### src/rtl/regfile_pkg.sv
// Shared defaults for the decode-stage register file and its PC shadow stack.
package regfile_pkg;

  localparam int DEF_DATA_W    = 16;
  localparam int DEF_ADDR_W    = 3;
  localparam int DEF_NUM_RD    = 2;
  localparam int DEF_PC_W      = 32;
  localparam int DEF_STK_DEPTH = 4;
  localparam int DEF_IN_ADDR   = 6;
  localparam int DEF_OUT_ADDR  = 7;

  // Count must reach STK_DEPTH itself, so one bit more than the pointer.
  function automatic int stk_cnt_w(input int depth);
    return $clog2(depth) + 1;
  endfunction

endpackage

### src/rtl/pc_shadow_stack.sv
// PC shadow stack for nested interrupt/call save; sticky err on overflow/underflow.
module pc_shadow_stack
  import regfile_pkg::*;
#(
  parameter int PC_W      = DEF_PC_W,
  parameter int STK_DEPTH = DEF_STK_DEPTH
) (
  input  logic            clk,
  input  logic            rst,
  input  logic            push,
  input  logic            pop,
  input  logic [PC_W-1:0] din,
  output logic [PC_W-1:0] dout,
  output logic            full,
  output logic            empty,
  output logic            err
);

  localparam int CNT_W = stk_cnt_w(STK_DEPTH);
  localparam int PTR_W = $clog2(STK_DEPTH);

  logic [CNT_W-1:0] count_q, count_d;
  logic [PC_W-1:0]  mem_q [STK_DEPTH];
  logic [PC_W-1:0]  mem_d [STK_DEPTH];
  logic             err_q, err_d;
  logic [PTR_W-1:0] wr_ptr, top_ptr;

  assign wr_ptr  = count_q[PTR_W-1:0];
  assign top_ptr = wr_ptr - PTR_W'(1);
  assign full    = (count_q == CNT_W'(STK_DEPTH));
  assign empty   = (count_q == '0);
  assign dout    = empty ? '0 : mem_q[top_ptr];
  assign err     = err_q;

  always_comb begin
    mem_d   = mem_q;
    count_d = count_q;
    err_d   = err_q;
    if (push && pop && !empty) begin
      mem_d[top_ptr] = din;
    end else if (push) begin
      // push+pop on an empty stack lands here and behaves as a plain push
      if (full) begin
        err_d = 1'b1;
      end else begin
        mem_d[wr_ptr] = din;
        count_d       = count_q + CNT_W'(1);
      end
    end else if (pop) begin
      if (empty) err_d = 1'b1;
      else       count_d = count_q - CNT_W'(1);
    end
  end

  always_ff @(posedge clk) begin
    if (rst) begin
      count_q <= '0;
      err_q   <= 1'b0;
      for (int i = 0; i < STK_DEPTH; i++) mem_q[i] <= '0;
    end else begin
      count_q <= count_d;
      err_q   <= err_d;
      mem_q   <= mem_d;
    end
  end

endmodule

### src/rtl/param_reg_file.sv
// Decode-stage register file: NUM_RD registered read ports, one write port, IN/OUT port
// registers and a PC shadow stack. Define REGFILE_WR_BYPASS_EN for same-cycle write-to-read bypass.
module param_reg_file
  import regfile_pkg::*;
#(
  parameter int DATA_W    = DEF_DATA_W,
  parameter int ADDR_W    = DEF_ADDR_W,
  parameter int NUM_RD    = DEF_NUM_RD,
  parameter int PC_W      = DEF_PC_W,
  parameter int STK_DEPTH = DEF_STK_DEPTH,
  parameter int IN_ADDR   = DEF_IN_ADDR,
  parameter int OUT_ADDR  = DEF_OUT_ADDR
) (
  input  logic                     clk,
  input  logic                     rst,
  input  logic [NUM_RD*ADDR_W-1:0] rd_addr,
  output logic [NUM_RD*DATA_W-1:0] rd_data,
  input  logic                     wr_en,
  input  logic [ADDR_W-1:0]        wr_addr,
  input  logic [DATA_W-1:0]        wr_data,
  input  logic [DATA_W-1:0]        inport,
  output logic [DATA_W-1:0]        outport,
  input  logic                     pc_push,
  input  logic                     pc_pop,
  input  logic [PC_W-1:0]          pc_in,
  output logic [PC_W-1:0]          pc_out,
  output logic                     pc_full,
  output logic                     pc_empty,
  output logic                     pc_err
);

  localparam int                NREGS = 2 ** ADDR_W;
  localparam logic [ADDR_W-1:0] IN_A  = ADDR_W'(IN_ADDR);
  localparam logic [ADDR_W-1:0] OUT_A = ADDR_W'(OUT_ADDR);

  logic [DATA_W-1:0] regs_q [NREGS];
  logic [DATA_W-1:0] regs_d [NREGS];
  logic [DATA_W-1:0] in_reg_q, in_reg_d;
  logic [DATA_W-1:0] out_q, out_d;
  logic [DATA_W-1:0] rd_q [NUM_RD];
  logic [DATA_W-1:0] rd_d [NUM_RD];
  logic [ADDR_W-1:0] rd_a [NUM_RD];

  genvar k;
  generate
    for (k = 0; k < NUM_RD; k++) begin : g_rd
      assign rd_a[k]                      = rd_addr[k*ADDR_W +: ADDR_W];
      assign rd_data[k*DATA_W +: DATA_W]  = rd_q[k];
    end
  endgenerate

  always_comb begin
    regs_d   = regs_q;
    out_d    = out_q;
    in_reg_d = inport;
    if (wr_en) begin
      regs_d[wr_addr] = wr_data;
      if (wr_addr == OUT_A) out_d = wr_data;
    end
  end

  // IN_ADDR always reads the sampled input port, never the array entry behind it
  always_comb begin
    for (int p = 0; p < NUM_RD; p++) begin
      rd_d[p] = regs_q[rd_a[p]];
`ifdef REGFILE_WR_BYPASS_EN
      if (wr_en && (rd_a[p] == wr_addr)) rd_d[p] = wr_data;
`endif
      if (rd_a[p] == IN_A) rd_d[p] = in_reg_q;
    end
  end

  always_ff @(posedge clk) begin
    if (rst) begin
      in_reg_q <= '0;
      out_q    <= '0;
      for (int i = 0; i < NREGS; i++)  regs_q[i] <= '0;
      for (int p = 0; p < NUM_RD; p++) rd_q[p]   <= '0;
    end else begin
      in_reg_q <= in_reg_d;
      out_q    <= out_d;
      regs_q   <= regs_d;
      rd_q     <= rd_d;
    end
  end

  assign outport = out_q;

  pc_shadow_stack #(
    .PC_W      (PC_W),
    .STK_DEPTH (STK_DEPTH)
  ) u_stack (
    .clk   (clk),
    .rst   (rst),
    .push  (pc_push),
    .pop   (pc_pop),
    .din   (pc_in),
    .dout  (pc_out),
    .full  (pc_full),
    .empty (pc_empty),
    .err   (pc_err)
  );

endmodule

### config.mk
export PLATFORM = sky130hd
export DESIGN_NAME = param_reg_file
export DESIGN_NICKNAME = d
export VERILOG_FILES = /design/src/rtl/regfile_pkg.sv /design/src/rtl/pc_shadow_stack.sv /design/src/rtl/param_reg_file.sv
export SDC_FILE = /design/constraint.sdc
export NUM_CORES = 1
export LEC_CHECK = 0
export ABC_CLOCK_PERIOD_IN_PS = 4500
export CAP_MARGIN = 20
export CORE_MARGIN = 2
export CORE_UTILIZATION = 40
export CTS_BUF_LIST = sky130_fd_sc_hd__clkbuf_8
export CTS_CLUSTER_DIAMETER = 40
export DETAILED_ROUTE_END_ITERATION = 10
export PLACE_DENSITY = 0.6
export RECOVER_POWER = 50
export SYNTH_ARGS = -nofsm -noshare
export SYNTH_HDL_FRONTEND = slang
export SYNTH_SLANG_ARGS = --single-unit
### constraint.sdc
create_clock -name clk -period 4.5 [get_ports clk]
set_input_delay 0.45 -clock clk [delete_from_list [all_inputs] [get_ports clk]]
set_output_delay 0.45 -clock clk [all_outputs]
set_load 0.005 [all_outputs]
* After elaboration in Yosys (flattened, before gate mapping)
Index checks and enable logic that the tools add are counted.
** Word-level totals
- Register bits after elaboration :: 324
- Input bits :: 78
- Word-level logic and storage cells :: 89
** Cells by class
- Add/subtract/negate cells :: 3
- Magnitude comparators :: 8
- Eq/ne operators :: 8
- Mux-type cells :: 32
- Bitwise logic cells :: 6
- Reductions and logical operators :: 14
** Operators by type and width (count)
- 128-bit bitwise mux :: 3
- 128-bit 2-to-1 mux :: 3
- 32-bit 2-to-1 mux :: 5
- 32-bit demux with 2-bit select :: 2
- 16-bit 2-to-1 mux :: 7
- 16-bit binary-select mux with 3-bit select :: 2
- 32-bit binary-select mux with 2-bit select :: 1
- 16-bit demux with 3-bit select :: 1
- 3-bit equality test, second input constant :: 4
- 4-bit >= comparator, second input constant :: 3
- 3-bit 2-to-1 mux :: 4
- 3-bit NOT with 4-bit output :: 3
- 4-bit AND reduction :: 2
- 3-bit >= comparator, second input constant :: 2
- 3-bit by 1-bit < comparator with 1-bit output, second input constant :: 2
- 2-bit NOT with 3-bit output :: 2
- 2-bit nonzero test :: 3
- 1-bit logical AND :: 5
- 4-bit by 1-bit < comparator with 1-bit output, second input constant :: 1
- 1-bit 2-to-1 mux :: 4
- 2-bit by 1-bit inequality test with 1-bit output, second input constant :: 2
- 2-bit inequality test, second input constant :: 2
- 2-bit AND reduction :: 2
- 3-bit by 1-bit adder with 3-bit output, second input constant :: 1
- 5 further kinds :: 5

* Longest topological paths before layout
Gate-level depths: netlist (run 1).
- Depth in word-level cells :: 9
- Gate-level depth with buffers :: 11
- Mapped depth without buffers :: 7

* Cells and area by module
Synthesis (run 1) repeated with hierarchy kept, for this count alone.
** Second synthesis, totals
- Cell total of the unflattened synthesis :: 1471
- Area, all modules :: 13650.6 um^2
** By module, submodules not included
- param_reg_file :: instances 1, cells each 789, area an instance 7718.7 um^2
- pc_shadow_stack :: instances 1, cells each 682, area an instance 5931.9 um^2

* Worst setup path before layout (run 1)
OpenSTA, ideal clock, no wires.
- Path type :: reg2out
- Start point :: reg u_stack.count_q[0]
- End point :: out pc_out[10]
- Arrival time :: 2.176 ns
- Data required time :: 4.050 ns
- Path slack :: 1.874 ns
- Cell stages (with the launch flop) :: 8
- Path buffers :: 3
- Cell sequence :: dfxtp_1 buf_2 buf_2 inv_1 ha_1 buf_1 mux4_2 and2_1
** Between the ends
- Longest elaborated chain between the ends :: 6
- Elaborated cells between the ends (all ways) :: 7
** RTL lines
- from (decl) :: RTL line pc_shadow_stack.sv:22 : logic [CNT_W-1:0] count_q, count_d;
- from (signal assigned) :: RTL line pc_shadow_stack.sv:61 : count_q <= count_d;
- 2-bit by 1-bit subtractor with 2-bit output :: RTL line pc_shadow_stack.sv:29 : assign top_ptr = wr_ptr - PTR_W'(1);
- via u_stack.top_ptr[0] :: RTL line pc_shadow_stack.sv:26 : logic [PTR_W-1:0] wr_ptr, top_ptr;
- 2-bit NOT with 3-bit output (implied by the code) :: RTL line pc_shadow_stack.sv:32 : assign dout = empty ? '0 : mem_q[top_ptr];
- 32-bit binary-select mux with 2-bit select :: RTL line pc_shadow_stack.sv:32
- 32-bit 2-to-1 mux (implied by the code) (2 in series) :: RTL line pc_shadow_stack.sv:32
- 32-bit 2-to-1 mux :: RTL line pc_shadow_stack.sv:32
- to (decl) :: RTL line param_reg_file.sv:26 : output logic [PC_W-1:0] pc_out,
The timed path passes the listed nets, and every way through them passes these cells. The select of a mux whose other input is x is not followed.

* Final worst setup path (run 1)
- Start point :: in rst
- End point :: reg in_reg_q[11]
** RTL lines
- from (decl) :: RTL line param_reg_file.sv:15 : input logic rst,
- to (signal assigned) :: RTL line param_reg_file.sv:80 : in_reg_q <= in_reg_d;
- to (decl) :: RTL line param_reg_file.sv:38 : logic [DATA_W-1:0] in_reg_q, in_reg_d;
No word-level cell between the ends.

==> run_results.csv, run 1 <==
group,metric,value,unit
run_status,outcome,"finished with violations",
run_status,violations,"capacitance limit, slew limit",
cells_and_area,final_cell_mix,"438 x nand2_1, 307 x dfxtp_1, 181 x a21oi_1",
sta,finalSetupViolCount,0,
power_and_ir_drop,switchingPower,1.98,mW
placement,portBuffers,160,
synthesis,muxShareOfSynthArea,0.184,
floorplan,pin_count,161,
clock_tree,clock_latency,590,ps
sta,fin_tns_setup,0,ps
placement,dp_hpwl,22.2,mm
synthesis,syn_area,13800,sq um
detailed_routing,drcViolationCount,0,
detailed_routing,viasPerCell,5.25,
power_and_ir_drop,p_clk_frac,0.393,
run,maxCapViolations,4,
clock_tree,tritoncts,"yes",
sta,worst_slack,1080,ps
clock_tree,cts.clk_slew.worst_paths,60,ps
placement,routabilityCongestion,0.749,
clock_tree,clock_path_buffers,3,
global_route,grt_pass1_vias,10538,
setup_path,cp.arrival,3730,ps
synthesis,synth_seq_cells,308,
synthesis,yosysWarnings,0,
clock_tree,hold_buffers,0,
clock_tree,post_cts_buffers,0,
sta,rsz0062_at_grt,"false",
sta,maxSlewViolCount,187,
clock_tree,htree_levels,2,
power_and_ir_drop,p_per_area,425,nW/um^2
clock_tree,cts_inserted_buffers,54,
global_route,grt_pass1_wl,58.3,mm
synthesis,synth_compound_area_frac,0.124,
synthesis,synthFlopType,"dfxtp_1",
synthesis,ys_seq_area_frac,0.447,
synthesis,synth-simple-area-share,0.189,
detailed_routing,wl_per_cell,18.3,um
global_route,grt_util_all_layers,0.206,
setup_path,required,4810,ps
clock_tree,post_cts_resized,0,
synthesis,synth_nets,1516,
global_route,grt_antenna_before_repair,1,
floorplan,rows,67,
setup_path,path_class,"in -> reg",
sta,layout_min_cycle_time,3420,ps
global_route,gr-total-overflow,0,
synthesis,synth_fa_ha_area_frac,0.00508,
clock_tree,cts-root-buf,"clkbuf_8",
floorplan,die_width,190,um
min_path,hp-class,"in -> reg",
power_and_ir_drop,intPower,5.06,mW
cells_and_area,multi_input_area,6940,sq um
cells_and_area,final_common_cell,"nand2_1",
floorplan,die_h,190,um
floorplan,die_area,36000,sq um
floorplan,initial_core_util,0.409,
cells_and_area,final_nets,1624,
sta,fin_worst_skew,18.9,ps
setup_path,cp-start-kind,"input port",
power_and_ir_drop,peakVddDrop,0.000221,V
synthesis,avgSynthCellArea,9.62,sq um
global_route,grt_start_max_net_pins,91,
power_and_ir_drop,finalPower,7.04,mW
setup_path,crit_path_max_fanout,90,
cells_and_area,drive_above_1_share,0.163,
detailed_routing,drt_iter0_drc,714,
setup_path,end_kind,"register",
synthesis,synth-xor-area-share,0,
synthesis,yosysUniqueCellTypes,40,
sta,tightestPinTransition,3610,ps
cells_and_area,fill_cells,3204,
sta,slew_headroom,-1.41,
synthesis,syn_inst,1433,
synthesis,ys_async_sr_fraction,0,
detailed_routing,drtPass1Iterations,6,
detailed_routing,via_count,10683,
detailed_routing,routed_wl,37.2,mm
cells_and_area,layout-area-overhead-vs-synth,20.4,%
detailed_routing,ant_nets,0,
power_and_ir_drop,power_frac_comb,0.181,
cells_and_area,seqCellArea,6170,sq um
power_and_ir_drop,p_leak,5.83,nW
power_and_ir_drop,power_frac_seq,0.425,
synthesis,synth_edf_count,0,
power_and_ir_drop,swShare,0.281,
sta,max_freq,292,MHz
sta,min_period_over_period,0.760,
synthesis,synth_top_family_by_area,"simple AND/OR/NAND/NOR gates",
sta,hold_viol,0,
floorplan,core,33700,sq um
clock_tree,cts_sinks,308,
placement,pre_cts_slack,1590,ps
## synthesized netlist by cell type (all sizes together) (2+ instances only)
master | n | area, sq um
a32oi | 2 | 55.1
inv | 4 | 15.0
nor2b | 23 | 144
nand3 | 3 | 15.0
nor2 | 12 | 57.6
and2 | 38 | 238
a21oi | 226 | 1310
clkbuf | 44 | 165
nand2b | 69 | 439
nor3 | 3 | 37.5
nand2 | 438 | 1640
mux2i | 36 | 373
ha | 4 | 50.1
buf | 79 | 504
dfxtp | 308 | 6170
o21ai | 5 | 28.8
a32o | 2 | 22.5
a22o | 30 | 263
mux4 | 96 | 2160
## logic make-up (layout without fill, tap and decap cells)
logic type      count (synthesis)  after routing
simple gates                  591            591
flops                         308            308
compound gates                270            270
mux                           132            132
buf+inv                       127            280
fa+ha+maj                       5              5
other cells                     0              1
## sequential cells by signal, indices dropped and copies added (netlist names)
register / flops
in_reg_q: 16
outport: 16
rd_data: 32
regs_q: 112
u_stack.count_q: 3
u_stack.err: 1
u_stack.mem_q: 128
## metal layers
metal / share of wire / up-vias / track usage / routed length, um
met4: 0.023 / 0 / 0.0647 / 854
li1: - / 5121 / - / -
met2: 0.48 / 325 / 0.340 / 17700
met5: 0 / - / 0 / 0
met3: 0.064 / 61 / 0.0426 / 2400
met1: 0.44 / 5176 / 0.270 / 16200
## path summary, 6_finish.rpt
path / slack, ps / start / cells after the start / end
worst max-delay path: 1080 / rst / 3 / in_reg_q[11]
worst min-delay path: 320 / rst / 2 / u_stack.mem_q[68]
worst max register to register: 1690 / u_stack.count_q[1] / 8 / u_stack.mem_q[126]
worst min register to register: 450 / outport[5] / 2 / outport[5]
## power groups by stage
stage	Sequential (mW)	Combinational (mW)	Clock (mW)
6_report	3.00	1.27	2.77
5_1_grt	3.01	1.38	2.97
4_1_cts	2.99	1.29	2.84
3_5_place_dp	3.05	1.29	0
3_3_place_gp	3.05	1.27	0
2_1_floorplan	3.02	0.909	0
## critical path: stages
cell and delay (ps):
buf_8 430, clkbuf_1 2600, nor2b_1 160
## final cells by class
type	instances	share of cell area
Inverter	4	0.000905
Timing Repair Buffer	175	0.102
Tap cell	448	0.0338
Clock buffer	76	0.0631
Sequential cell	308	0.372
Multi-Input combinational cell	998	0.418
Clock inverter	25	0.00958
Antenna cell	1	0.000151
## per-stage QoR
step,util,instances,hold slack [ps],instance area [sq um]
floorplan,-,1433,433,13800
global placement,0.457,1933,439,15400
detailed placement,0.457,1933,447,15400
CTS,0.493,2034,287,16600
global route,0.492,2034,334,16600
finish,0.492,2035,319,16600
(Power assumes the default switching activity.)
==> run 2: changes to the inputs <==
ABC_CLOCK_PERIOD_IN_PS = 3500   (was 4500)
clock period = 3.5 ns   (was 4.5 ns; I/O delays follow)
==> run 2 against run 1 <==
The run still ends with capacitance limit, slew limit left; wire length up 0.97%; sequential power rose by 29%; clock skew rose by 19 ps; critical path depth up 1; first-iteration DRC count up 4.2%; combinational power up 29%; via count up 1.3%; largest cell class unchanged.
==> run_results.csv, run 2 (same netlist as run 1, synthesis figures left out) <==
group,metric,value,unit
run_status,outcome,"finished with violations",
run_status,violations,"capacitance limit, slew limit",
placement,dp_hpwl,23.2,mm
clock_tree,hold_buffers,0,
clock_tree,clock_latency,600,ps
floorplan,pin_count,161,
setup_path,crit_path_max_fanout,37,
cells_and_area,final_common_cell,"nand2_1",
setup_path,path_class,"reg -> out",
setup_path,required,3150,ps
global_route,grt_antenna_before_repair,2,
floorplan,rows,67,
detailed_routing,routed_wl,37.6,mm
global_route,grt_pass1_wl,59.4,mm
sta,tightestPinTransition,2560,ps
sta,max_freq,324,MHz
global_route,met2_usage,0.343,
power_and_ir_drop,p_per_area,527,nW/um^2
global_route,grt_pass1_vias,10749,
clock_tree,cts_inserted_buffers,54,
cells_and_area,layout-area-overhead-vs-synth,19.8,%
detailed_routing,drt_iter0_drc,744,
sta,fin_tns_setup,0,ps
cells_and_area,regMostFlops,"u_stack.mem_q",
sta,layout_min_cycle_time,3090,ps
cells_and_area,final_cell_mix,"438 x nand2_1, 307 x dfxtp_1, 181 x a21oi_1",
power_and_ir_drop,peakVddDrop,0.000284,V
global_route,grt_util_all_layers,0.208,
detailed_routing,drcViolationCount,0,
power_and_ir_drop,p_leak,5.79,nW
global_route,gr-max-usage-layer,"met2",
floorplan,die_h,190,um
sta,rsz0062_at_grt,"false",
global_route,gr-total-overflow,0,
sta,hold_viol,0,
placement,portBuffers,160,
global_route,grt_start_max_net_pins,159,
clock_tree,post_cts_resized,0,
cells_and_area,drive_above_1_share,0.164,
detailed_routing,via_count,10822,
sta,maxSlewViolCount,99,
clock_tree,post_cts_buffers,0,
power_and_ir_drop,finalPower,8.71,mW
clock_tree,clock_path_buffers,3,
placement,routabilityCongestion,0.770,
cells_and_area,final_area,16500,sq um
clock_tree,htree_levels,2,
clock_tree,cts.clk_slew.worst_paths,60,ps
floorplan,initial_core_util,0.409,
sta,finalSetupViolCount,0,
setup_path,end_kind,"output pin",
floorplan,die_width,190,um
global_route,met3_usage,0.0476,
sta,min_period_over_period,0.882,
run,maxCapViolations,5,
detailed_routing,drtPass1Iterations,7,
floorplan,core,33700,sq um
setup_path,cp.arrival,2740,ps
placement,place_area,15500,sq um
floorplan,die_area,36000,sq um
min_path,hp-class,"in -> reg",
clock_tree,cts-root-buf,"clkbuf_8",
cells_and_area,final_nets,1643,
sta,fin_worst_skew,37.5,ps
global_route,met1_usage,0.275,
sta,holdWs,304,ps
detailed_routing,wl_per_cell,18.4,um
setup_path,cp-start-kind,"register",
sta,slew_headroom,-0.719,
detailed_routing,viasPerCell,5.29,
cells_and_area,largest_reg_flops,128,
detailed_routing,ant_nets,0,
clock_tree,cts_sinks,308,
clock_tree,tritoncts,"yes",
==> run 2: cell types whose count changed in the layout (fill, tap and decap cells not counted), moves of 2 or more <==
cell,previous run,this run
buf_4,11,28
clkbuf_1,4,6
clkbuf_8,76,61
clkdlybuf4s50_1,104,114
dlygate4sd3_1,51,41
inv_1,21,25
nor3_4,2,0
==> run 2: routing by layer <==
| metal | wire (um) | part of all wire |
|---|---|---|
| met4 | 688 | 0.018 |
| met3 | 2730 | 0.073 |
| met2 | 17600 | 0.47 |
| met1 | 16500 | 0.44 |
| met5 | 0 | 0 |
==> run 2: area by class of cell <==
cell class                      instances  area (sq um)
Timing Repair Buffer                  194          1820
Tap cell                              448           561
Antenna cell                            2          5.00
Clock inverter                         31           191
Fill cell                            3240         17200
Clock buffer                           61           840
Multi-Input combinational cell        998          6920
Inverter                                4          15.0
Sequential cell                       308          6170
==> run 2: through the flow <==
step | setup slack [ps] | util | instances
after floorplan | 974 | - | 1433
after global placement | 1010 | 0.461 | 1952
after detailed placement | 1000 | 0.461 | 1952
after CTS | 348 | 0.492 | 2044
after global routing | 259 | 0.490 | 2044
final | 414 | 0.490 | 2046
==> run 2: power by group <==
| part | leakage (nW) | switching [mW] | internal [mW] |
|---|---|---|---|
| Combinational | 2.68 | 0.922 | 0.723 |
| Sequential | 2.50 | 0.132 | 3.73 |
| Clock | 0.609 | 1.47 | 1.73 |
| Total | 5.79 | 2.52 | 6.19 |
==> run 2: final timing paths <==
kind	startpoint	end	slack, ps	cells past startpoint
setup / recovery	u_stack.count_q[0]	pc_out[7]	410	4
hold / removal	inport[12]	in_reg_q[12]	300	2
setup reg to reg	u_stack.count_q[0]	u_stack.mem_q[22]	1090	7
hold reg to reg	u_stack.mem_q[95]	u_stack.mem_q[95]	450	2
==> run 2: critical path, stage by stage, from the launching register on <==
cell             delay (ps)
dfxtp_2                 320
buf_4                   580
mux4_2                  600
and2_1                  180
clkdlybuf4s50_1         450
